## config.mk

```make
export PLATFORM = sky130hd
export DESIGN_NAME = cdb_arbiter
export DESIGN_NICKNAME = d
export VERILOG_FILES = /design/src/rtl/cdb_arbiter.sv
export SDC_FILE = /design/constraint.sdc
export NUM_CORES = 1
export LEC_CHECK = 0
export ABC_AREA = 1
export BUFFER_PORTS_ARGS = -buffer_cell sky130_fd_sc_hd__buf_2
export CORE_ASPECT_RATIO = 0.9
export CORE_MARGIN = 2
export CORE_UTILIZATION = 25
export CTS_BUF_LIST = sky130_fd_sc_hd__clkbuf_4 sky130_fd_sc_hd__clkbuf_8
export CTS_CLUSTER_DIAMETER = 60
export DETAILED_ROUTE_END_ITERATION = 10
export GPL_ROUTABILITY_DRIVEN = 0
export SLEW_MARGIN = 10
export SYNTH_ARGS = -nofsm -noshare
export SYNTH_HDL_FRONTEND = slang
export SYNTH_HIERARCHICAL = 1
export SYNTH_SLANG_ARGS = --single-unit
```

## constraint.sdc

```tcl
create_clock -name CLK -period 9.57 [get_ports CLK]
set_input_delay 0.4785 -clock CLK [delete_from_list [all_inputs] [get_ports CLK]]
set_output_delay 0.4785 -clock CLK [all_outputs]
set_load 0.01 [all_outputs]
```

## src/rtl/cdb_arbiter.sv

```systemverilog
// Common data bus arbiter: two producer result FIFOs drained round-robin onto one registered broadcast bus.

// cdb_fifo: generic synchronous FIFO with a synchronous flush.
// Latency: a pushed entry is visible at the head on the next cycle.
// Backpressure: push_rdy comes only from the registered count, so a full FIFO refuses a push even in a cycle where it pops.
module cdb_fifo #(
    parameter int W     = 8,
    parameter int DEPTH = 2
) (
    input  logic         CLK,
    input  logic         RESET,
    input  logic         flush,
    input  logic         push_vld,
    output logic         push_rdy,
    input  logic [W-1:0] push_dat,
    input  logic         pop,
    output logic [W-1:0] head_dat,
    output logic         nonempty
);
    localparam int PW = $clog2(DEPTH);
    localparam logic [PW:0] CNT_FULL = (PW+1)'(DEPTH);

    logic [W-1:0]  mem [DEPTH];
    logic [PW-1:0] rd_ptr;
    logic [PW-1:0] wr_ptr;
    logic [PW:0]   count;
    logic          do_push;
    logic          do_pop;

    // Ready is held low for the whole reset assertion.
    assign push_rdy = RESET & (count < CNT_FULL);
    assign nonempty = (count != '0);
    assign head_dat = mem[rd_ptr];
    assign do_push  = push_vld & push_rdy & ~flush;
    assign do_pop   = pop & nonempty & ~flush;

    always_ff @(posedge CLK) begin
        if (do_push) begin
            mem[wr_ptr] <= push_dat;
        end
    end

    always_ff @(posedge CLK or negedge RESET) begin
        if (!RESET) begin
            rd_ptr <= '0;
            wr_ptr <= '0;
            count  <= '0;
        end else if (flush) begin
            rd_ptr <= '0;
            wr_ptr <= '0;
            count  <= '0;
        end else begin
            if (do_push) wr_ptr <= wr_ptr + 1'b1;
            if (do_pop)  rd_ptr <= rd_ptr + 1'b1;
            if (do_push && !do_pop)      count <= count + 1'b1;
            else if (!do_push && do_pop) count <= count - 1'b1;
        end
    end
endmodule

// cdb_arbiter: per-producer FIFOs, round-robin grant, registered CDB broadcast.
// Latency: result accepted at edge k is broadcast in the cycle after edge k+1 when uncontended.
// Backpressure: exe_ready/mem_ready reflect each FIFO's registered occupancy; flush empties both.
module cdb_arbiter #(
    parameter int DATA_W     = 32,
    parameter int MAP_W      = 6,
    parameter int REG_W      = 5,
    parameter int ROB_W      = 6,
    parameter int FIFO_DEPTH = 2
) (
    input  logic              CLK,
    input  logic              RESET,
    input  logic              flush,
    input  logic              exe_valid,
    output logic              exe_ready,
    input  logic [MAP_W-1:0]  exe_map,
    input  logic [REG_W-1:0]  exe_reg,
    input  logic [DATA_W-1:0] exe_val,
    input  logic [ROB_W-1:0]  exe_rob,
    input  logic              mem_valid,
    output logic              mem_ready,
    input  logic [MAP_W-1:0]  mem_map,
    input  logic [REG_W-1:0]  mem_reg,
    input  logic [DATA_W-1:0] mem_val,
    input  logic [ROB_W-1:0]  mem_rob,
    output logic              cdb_valid,
    output logic [MAP_W-1:0]  cdb_map,
    output logic [REG_W-1:0]  cdb_reg,
    output logic [DATA_W-1:0] cdb_val,
    output logic [ROB_W-1:0]  cdb_rob,
    output logic              cdb_src,
    output logic [15:0]       conflict_cnt
);
    typedef struct packed {
        logic [MAP_W-1:0]  map;
        logic [REG_W-1:0]  arch;
        logic [DATA_W-1:0] val;
        logic [ROB_W-1:0]  rob;
    } res_t;

    localparam int RES_W = $bits(res_t);

    res_t exe_in_dat;
    res_t mem_in_dat;
    res_t exe_head;
    res_t mem_head;
    res_t win_dat;
    logic exe_ne;
    logic mem_ne;
    logic grant;
    logic win_mem;
    logic last_grant;  // 1 = MEM won most recently

    assign exe_in_dat = '{map: exe_map, arch: exe_reg, val: exe_val, rob: exe_rob};
    assign mem_in_dat = '{map: mem_map, arch: mem_reg, val: mem_val, rob: mem_rob};

    cdb_fifo #(.W(RES_W), .DEPTH(FIFO_DEPTH)) u_exe_fifo (
        .CLK      (CLK),
        .RESET    (RESET),
        .flush    (flush),
        .push_vld (exe_valid),
        .push_rdy (exe_ready),
        .push_dat (exe_in_dat),
        .pop      (grant & ~win_mem),
        .head_dat (exe_head),
        .nonempty (exe_ne)
    );

    cdb_fifo #(.W(RES_W), .DEPTH(FIFO_DEPTH)) u_mem_fifo (
        .CLK      (CLK),
        .RESET    (RESET),
        .flush    (flush),
        .push_vld (mem_valid),
        .push_rdy (mem_ready),
        .push_dat (mem_in_dat),
        .pop      (grant & win_mem),
        .head_dat (mem_head),
        .nonempty (mem_ne)
    );

    // On a tie the source that did not win last time gets the bus.
    assign grant   = exe_ne | mem_ne;
    assign win_mem = mem_ne & (~exe_ne | ~last_grant);
    assign win_dat = win_mem ? mem_head : exe_head;

    always_ff @(posedge CLK or negedge RESET) begin
        if (!RESET) begin
            cdb_valid  <= 1'b0;
            cdb_map    <= '0;
            cdb_reg    <= '0;
            cdb_val    <= '0;
            cdb_rob    <= '0;
            cdb_src    <= 1'b0;
            last_grant <= 1'b1;
        end else begin
            cdb_valid <= grant & ~flush;
            if (grant && !flush) begin
                cdb_map    <= win_dat.map;
                cdb_reg    <= win_dat.arch;
                cdb_val    <= win_dat.val;
                cdb_rob    <= win_dat.rob;
                cdb_src    <= win_mem;
                last_grant <= win_mem;
            end
        end
    end

    always_ff @(posedge CLK or negedge RESET) begin
        if (!RESET) begin
            conflict_cnt <= '0;
        end else if (exe_ne && mem_ne && !flush && conflict_cnt != 16'hFFFF) begin
            conflict_cnt <= conflict_cnt + 16'd1;
        end
    end
endmodule

```

==> results of run 1 <==
-- power breakdown --
group	internal, mW	leakage, nW	switching (mW)	total (mW)
Sequential	1.41	2.67	0.104	1.52
Combinational	0.209	2.38	0.358	0.567
Clock	0.538	0.460	0.462	1.00
Total	2.16	5.51	0.925	3.09
-- layer usage --
layer / vias up / track usage
li1: 3750 / -
met1: 3625 / 0.167
met2: 218 / 0.208
met3: 57 / 0.0281
met4: 8 / 0.0350
met5: - / 0
-- per-stage QoR --
step                      instance area (sq um)  std cells  hold WS [ns]  power [mW]
after floorplan                           11100       1022         0.183        1.84
after global routing                      13400       1839        0.0453        3.26
final                                     13400       1840        0.0823        3.09
after global placement                    12500       1756         0.467        2.11
after CTS                                 13400       1838        0.0358        3.14
after detailed placement                  12500       1756         0.480        2.13
-- cell usage in the layout, fill, tap and decap left out, drive strengths merged --
cell type / count
dfrtp: 75
nand4: 4
clkinv: 11
nand3: 17
xor2: 1
xnor2: 4
dlygate4sd3: 1
nand3b: 3
a31oi: 49
clkbuf: 67
and2: 1
a21oi: 9
o21ai: 15
nor2: 82
buf: 178
ha: 1
edfxtp: 196
inv: 39
nand2: 481
dfstp: 1
diode: 2
clkinvlp: 3
-- layout make-up --
cell class / count / area, sq um
repair buffers: 179 / 921
flip-flops and latches: 272 / 7790
diodes: 2 / 5.00
clock inverters: 14 / 78.8
clock buffers: 67 / 803
fillers: 4500 / 30500
well taps: 600 / 751
multi-input cells: 667 / 2940
inverters: 39 / 146
-- cell families (layout without fill, tap and decap cells) --
group,count (synthesis),count (layout),share of synthesized area
AND/OR/NAND/NOR,588,588,0.215
flip-flops,272,272,0.703
buffers and inverters,83,299,0.0356
AO/OA/AOI/OAI,73,73,0.0416
XOR/XNOR,5,5,0.00395
adder cells (fa/ha/maj),1,1,0.00113
other,0,2,0
-- timing repair --
action,4_1_cts,5_1_grt
setup endpoints to repair,0,0
hold buffers,1,0
endpoints found under the hold margin,33,0
-- worst paths after layout --
check | start | end | slack, ns | depth (start not counted)
worst max-delay path | RESET | u_mem_fifo/mem[0][2] | 6.45 | 8
worst min-delay path | mem_reg[2] | u_mem_fifo/mem[0][40] | 0.08 | 1
worst max register to register | u_exe_fifo/rd_ptr | cdb_val[16] | 7.20 | 5
worst min register to register | cdb_src | cdb_src | 0.54 | 2
max in group asynchronous | RESET | u_exe_fifo/rd_ptr | 8.04 | 3
min in group asynchronous | RESET | cdb_map[5] | 0.43 | 2
==> run metrics, run 1 <==
Max stage delay on crit path=0.65 ns; wire length on met3=1700 microns; cell type with the highest occurrence count on the critical path=buf_4; length of the first detailed-routing pass in iterations=5; number of cells upsized or downsized after cts=0; sequential share of the synthesized area=0.703; top cell type's share of synthesized area=0.531; Crit. End Element=register; remaining number of nets flagged by the antenna check after routing=0; required time of the critical path=9.77 ns; areal power density over the cells=230 mW/mm^2; post-layout min period=3.12 ns; antenna violations before repair=8; status=finished, final reports clean; top sig layer=met5; biggest area consumer among synthesized cells=edfxtp_1; Core Footprint=0.0439 sq mm; clock slew at reported path FFs=0.07 ns; number of storage elements in the synthesis netlist=272; root buf cell=clkbuf_8; total die area=0.0460 sq mm; async set-or-reset flop fraction in the synthesized netlist=0.279; grt ovf=0; fraction of final layout cells sized beyond drive strength 1=0.236; setup slack after layout=6.45 ns; Synth-to-Final Area Change=21.3%; synthesized area per cell=10.8 sq um; maximum capacitance violations=0; vertical extent of the die=204 microns; master of the slowest instance on the critical path=buf_4; clock skew after layout=0.0365 ns; Final HPWL DP=18900 microns; Clk Latency, worst-skew pair=0.58 ns; pin count of the biggest net entering global routing=102; slew margin rel.=0.305; worst-case vdd ir drop=0.129 mV; category of cells accounting for the largest share of critical-path delay=buffers and inverters; cell area after technology mapping=0.0111 sq mm; count of distinct cell types in the synthesized netlist=33; kind of critical path=in2reg; initial DRC count=547; Tcrit/Tclk final=0.326; Cells after Synth=1022; most instantiated flip-flop cell in the synthesis netlist=edfxtp_1; vias post-DR=7658; warnings from Yosys=6; setup repair after global routing missed its margin=false; Startpoint Class=input port; Die Width=226 microns; placement row count=73; setup violators final=0; static leakage=5.51 nW; Fmax achieved=321 MHz; number of H-tree levels=2; Worst Setup Slack post-DPL=6.31 ns; utilization after layout=0.306; largest driver fanout on the critical path=49; TNS Setup=0 ns; total DRC errors in the routed layout=0; count of input and output buffers=171; classification of the worst-slack hold path=in2reg; total nets after synthesis=1126; worst endpoint data arrival time=3.31 ns; via/cell ratio=4.16; Num CTS Buffers=44; Routed met1 length=12800 microns; effective utilization at floorplan=0.252; buffer depth of the longest clock path=3; most instantiated cells after synthesis=nand2_1, edfxtp_1, dfrtp_1, nor2_1, a31oi_1; number of slew-limit violations in the final report=0; top cells by area, synth=edfxtp_1, dfrtp_1, nand2_1; number of nets in the layout=1307; final number of hold-violating endpoints=0; average wire length per cell after detail routing=15.6 microns; Cell Chain, Critical Path=dlygate4sd3_1 -> buf_4 -> buf_4 -> nand3_4 -> nor2_8 -> inv_1 -> nor2_4 -> buf_4; EDFF count, synth=196; GRT Util Overall=0.126; global-route wire length before repair=43900 microns; vias in the first global route=7549; Routed WL=28800 microns; TritonCTS clock tree=yes; postcts setup bufs=0; slew of the pin with the lowest slew margin=1.04 ns; Met2 Wirelength=13600 microns; total I/O pin count=172; cell with the most instances after synthesis=nand2_1; number of sinks driven by the clock tree=272; combined buffer and inverter count along the critical path=5
(Power assumes the default switching activity.)
==> inputs of run 2 (changes only) <==
==> constraint.sdc (replaced) <==
create_clock -name CLK -period 2.84 [get_ports CLK]
set_input_delay 0.142 -clock CLK [delete_from_list [all_inputs] [get_ports CLK]]
set_output_delay 0.142 -clock CLK [all_outputs]
set_load 0.01 [all_outputs]
==> run metrics, run 2 (synthesis gave the netlist of run 1 again) <==
status=finished, final reports clean (unchanged); buffer depth of the longest clock path=3 (unchanged); fillcell total=4355 (was 4500); number of sinks driven by the clock tree=272 (unchanged); Routed WL=30400 microns (was 28800 microns); Fmax achieved=528 MHz; register area=0.00779 sq mm (unchanged); slew of the pin with the lowest slew margin=0.833 ns (was 1.04 ns); slew margin rel.=0.445 (was 0.305); area occupied by multi-input gates=0.00294 sq mm (unchanged); total I/O pin count=172 (unchanged); setup violators final=0 (unchanged); met3 Resource Use GR=0.0395 (was 0.0281); kind of critical path=reg2reg (was in2reg); master of the slowest instance on the critical path=nor2_4 (was buf_4); largest driver fanout on the critical path=32 (was 49); number of H-tree levels=2 (unchanged); static leakage=6.14 nW (was 5.51 nW); classification of the worst-slack hold path=in2async (was in2reg); vias post-DR=8257 (was 7658); Max stage delay on crit path=0.59 ns (was 0.65 ns); met2 track utilization from global routing=0.218 (was 0.208); Cell Chain, Critical Path=inv_2 -> nand3_4 -> nor2_4 -> buf_12 (was dlygate4sd3_1 -> buf_4 -> buf_4 -> nand3_4 -> nor2_8 -> inv_1 -> nor2_4 -> buf_4); total DRC errors in the routed layout=0 (unchanged); average wire length per cell after detail routing=15.5 microns (was 15.6 microns); TNS Setup=0 ns (unchanged); Clk Latency, worst-skew pair=0.61 ns (was 0.58 ns); count of input and output buffers=171 (unchanged); vertical extent of the die=204 microns (unchanged); Synth-to-Final Area Change=34.2% (was 21.3%); total die area=0.0460 sq mm (unchanged); category of cells accounting for the largest share of critical-path delay=simple AND/OR/NAND/NOR gates (was buffers and inverters); antenna violations before repair=7 (was 8); clock slew at reported path FFs=0.07 ns (about the same); remaining number of nets flagged by the antenna check after routing=0 (unchanged); required time of the critical path=3.13 ns (was 9.77 ns); worst-case vdd ir drop=0.557 mV (was 0.129 mV); fraction of final layout cells sized beyond drive strength 1=0.234 (was 0.236); global routing met1 resource utilization=0.172 (was 0.167); initial DRC count=482 (was 547); number of slew-limit violations in the final report=0 (unchanged); busiest layer in global routing=met2 (unchanged); Final HPWL DP=18800 microns (was 18900 microns); via/cell ratio=4.20 (was 4.16); effective utilization at floorplan=0.252 (unchanged); post-layout min period=1.89 ns; commonest cells after routing, fill and taps aside=nand2_1, edfxtp_1, buf_2 (unchanged); Tcrit/Tclk final=0.667; worst-case hold slack=0.240 ns (was 0.0823 ns); pin count of the biggest net entering global routing=75 (was 102); areal power density over the cells=771 mW/mm^2 (was 230 mW/mm^2); Worst Setup Slack post-DPL=0.926 ns (was 6.31 ns); clock skew after layout=0.0312 ns (was 0.0365 ns); setup slack after layout=0.946 ns (was 6.45 ns); final number of hold-violating endpoints=0 (unchanged); placement row count=73 (unchanged); worst endpoint data arrival time=2.19 ns (was 3.31 ns); number of nets in the layout=1423 (was 1307); Crit. End Element=register (unchanged); root buf cell=clkbuf_8 (unchanged); global-route wire length before repair=46600 microns (was 43900 microns); grt ovf=0 (unchanged); GRT Util Overall=0.134 (was 0.126); vias in the first global route=8301 (was 7549); combined buffer and inverter count along the critical path=2 (was 5); Num CTS Buffers=50 (was 44); maximum capacitance violations=0 (unchanged); TritonCTS clock tree=yes (unchanged); Core Footprint=0.0439 sq mm (unchanged); most common cell after layout, fill and taps aside=nand2_1 (unchanged); setup repair after global routing missed its margin=false (unchanged); Die Width=226 microns (unchanged); Startpoint Class=register (was input port); length of the first detailed-routing pass in iterations=4 (was 5)
==> run 2: cell types whose count changed in the layout (fill, tap and decap cells not counted), sizes merged <==
cell         delta
buf             +9
bufinv          +5
clkbuf          +8
clkinv          -1
diode           +2
dlygate4sd3   +101
==> run 2: cell type report <==
type,instances,share of cell area
Clock inverter,18,0.0165
Timing Repair Buffer,289,0.139
Clock buffer,75,0.0623
Tap cell,600,0.0505
Inverter,39,0.00985
Multi-Input combinational cell,667,0.197
Sequential cell,272,0.524
Antenna cell,4,0.000673
==> run 2: metrics by stage <==
stage / utilization / std cells / total power, mW / area (sq um)
after global placement: 0.288 / 1765 / 7.11 / 12700
after detailed placement: 0.288 / 1765 / 7.17 / 12700
after global routing: 0.338 / 1964 / 12.1 / 14900
final: 0.338 / 1964 / 11.5 / 14900
after floorplan: - / 1022 / 6.22 / 11100
after CTS: 0.338 / 1960 / 11.6 / 14900
==> run 2: power breakdown <==
group          total, mW  switching [mW]  internal, mW
Clock               4.28            1.71          2.56
Combinational       2.08            1.26         0.820
Sequential          5.10           0.333          4.76
Total               11.5            3.31          8.15
==> run 2: path summary, 6_finish.rpt <==
path                                startpoint               endpoint  slack [ns]  cells past startpoint
hold reg to reg                     last_grant             last_grant        0.53                      2
max in group asynchronous                RESET      u_exe_fifo/rd_ptr        2.06                      3
setup reg to reg           u_exe_fifo/count[1]  u_exe_fifo/mem[1][29]        0.95                      4
min in group CLK                    exe_rob[4]   u_exe_fifo/mem[0][4]        0.26                      2
setup / recovery           u_exe_fifo/count[1]  u_exe_fifo/mem[1][29]        0.95                      4
hold / removal                           RESET       conflict_cnt[14]        0.24                      3
==> run 2: tightest hold or removal path: cells and delay by family <==
| kind | cells | cell delay, ns |
|---|---|---|
| buffers and inverters | 3 | 1.15 |
==> run 2: repair_timing <==
action,CTS,global route
hold buffers,102,0
buffers inserted,0,0
gates resized for setup,0,0
endpoints found under the hold margin,274,0
endpoints found under the setup margin,0,0
==> run 2: routing by layer <==
metal / part of all wire / vias to the layer above
li1: - / 3990
met1: 0.44 / 3977
met2: 0.47 / 239
met3: 0.071 / 45
met4: 0.017 / 6
met5: 0.0013 / -
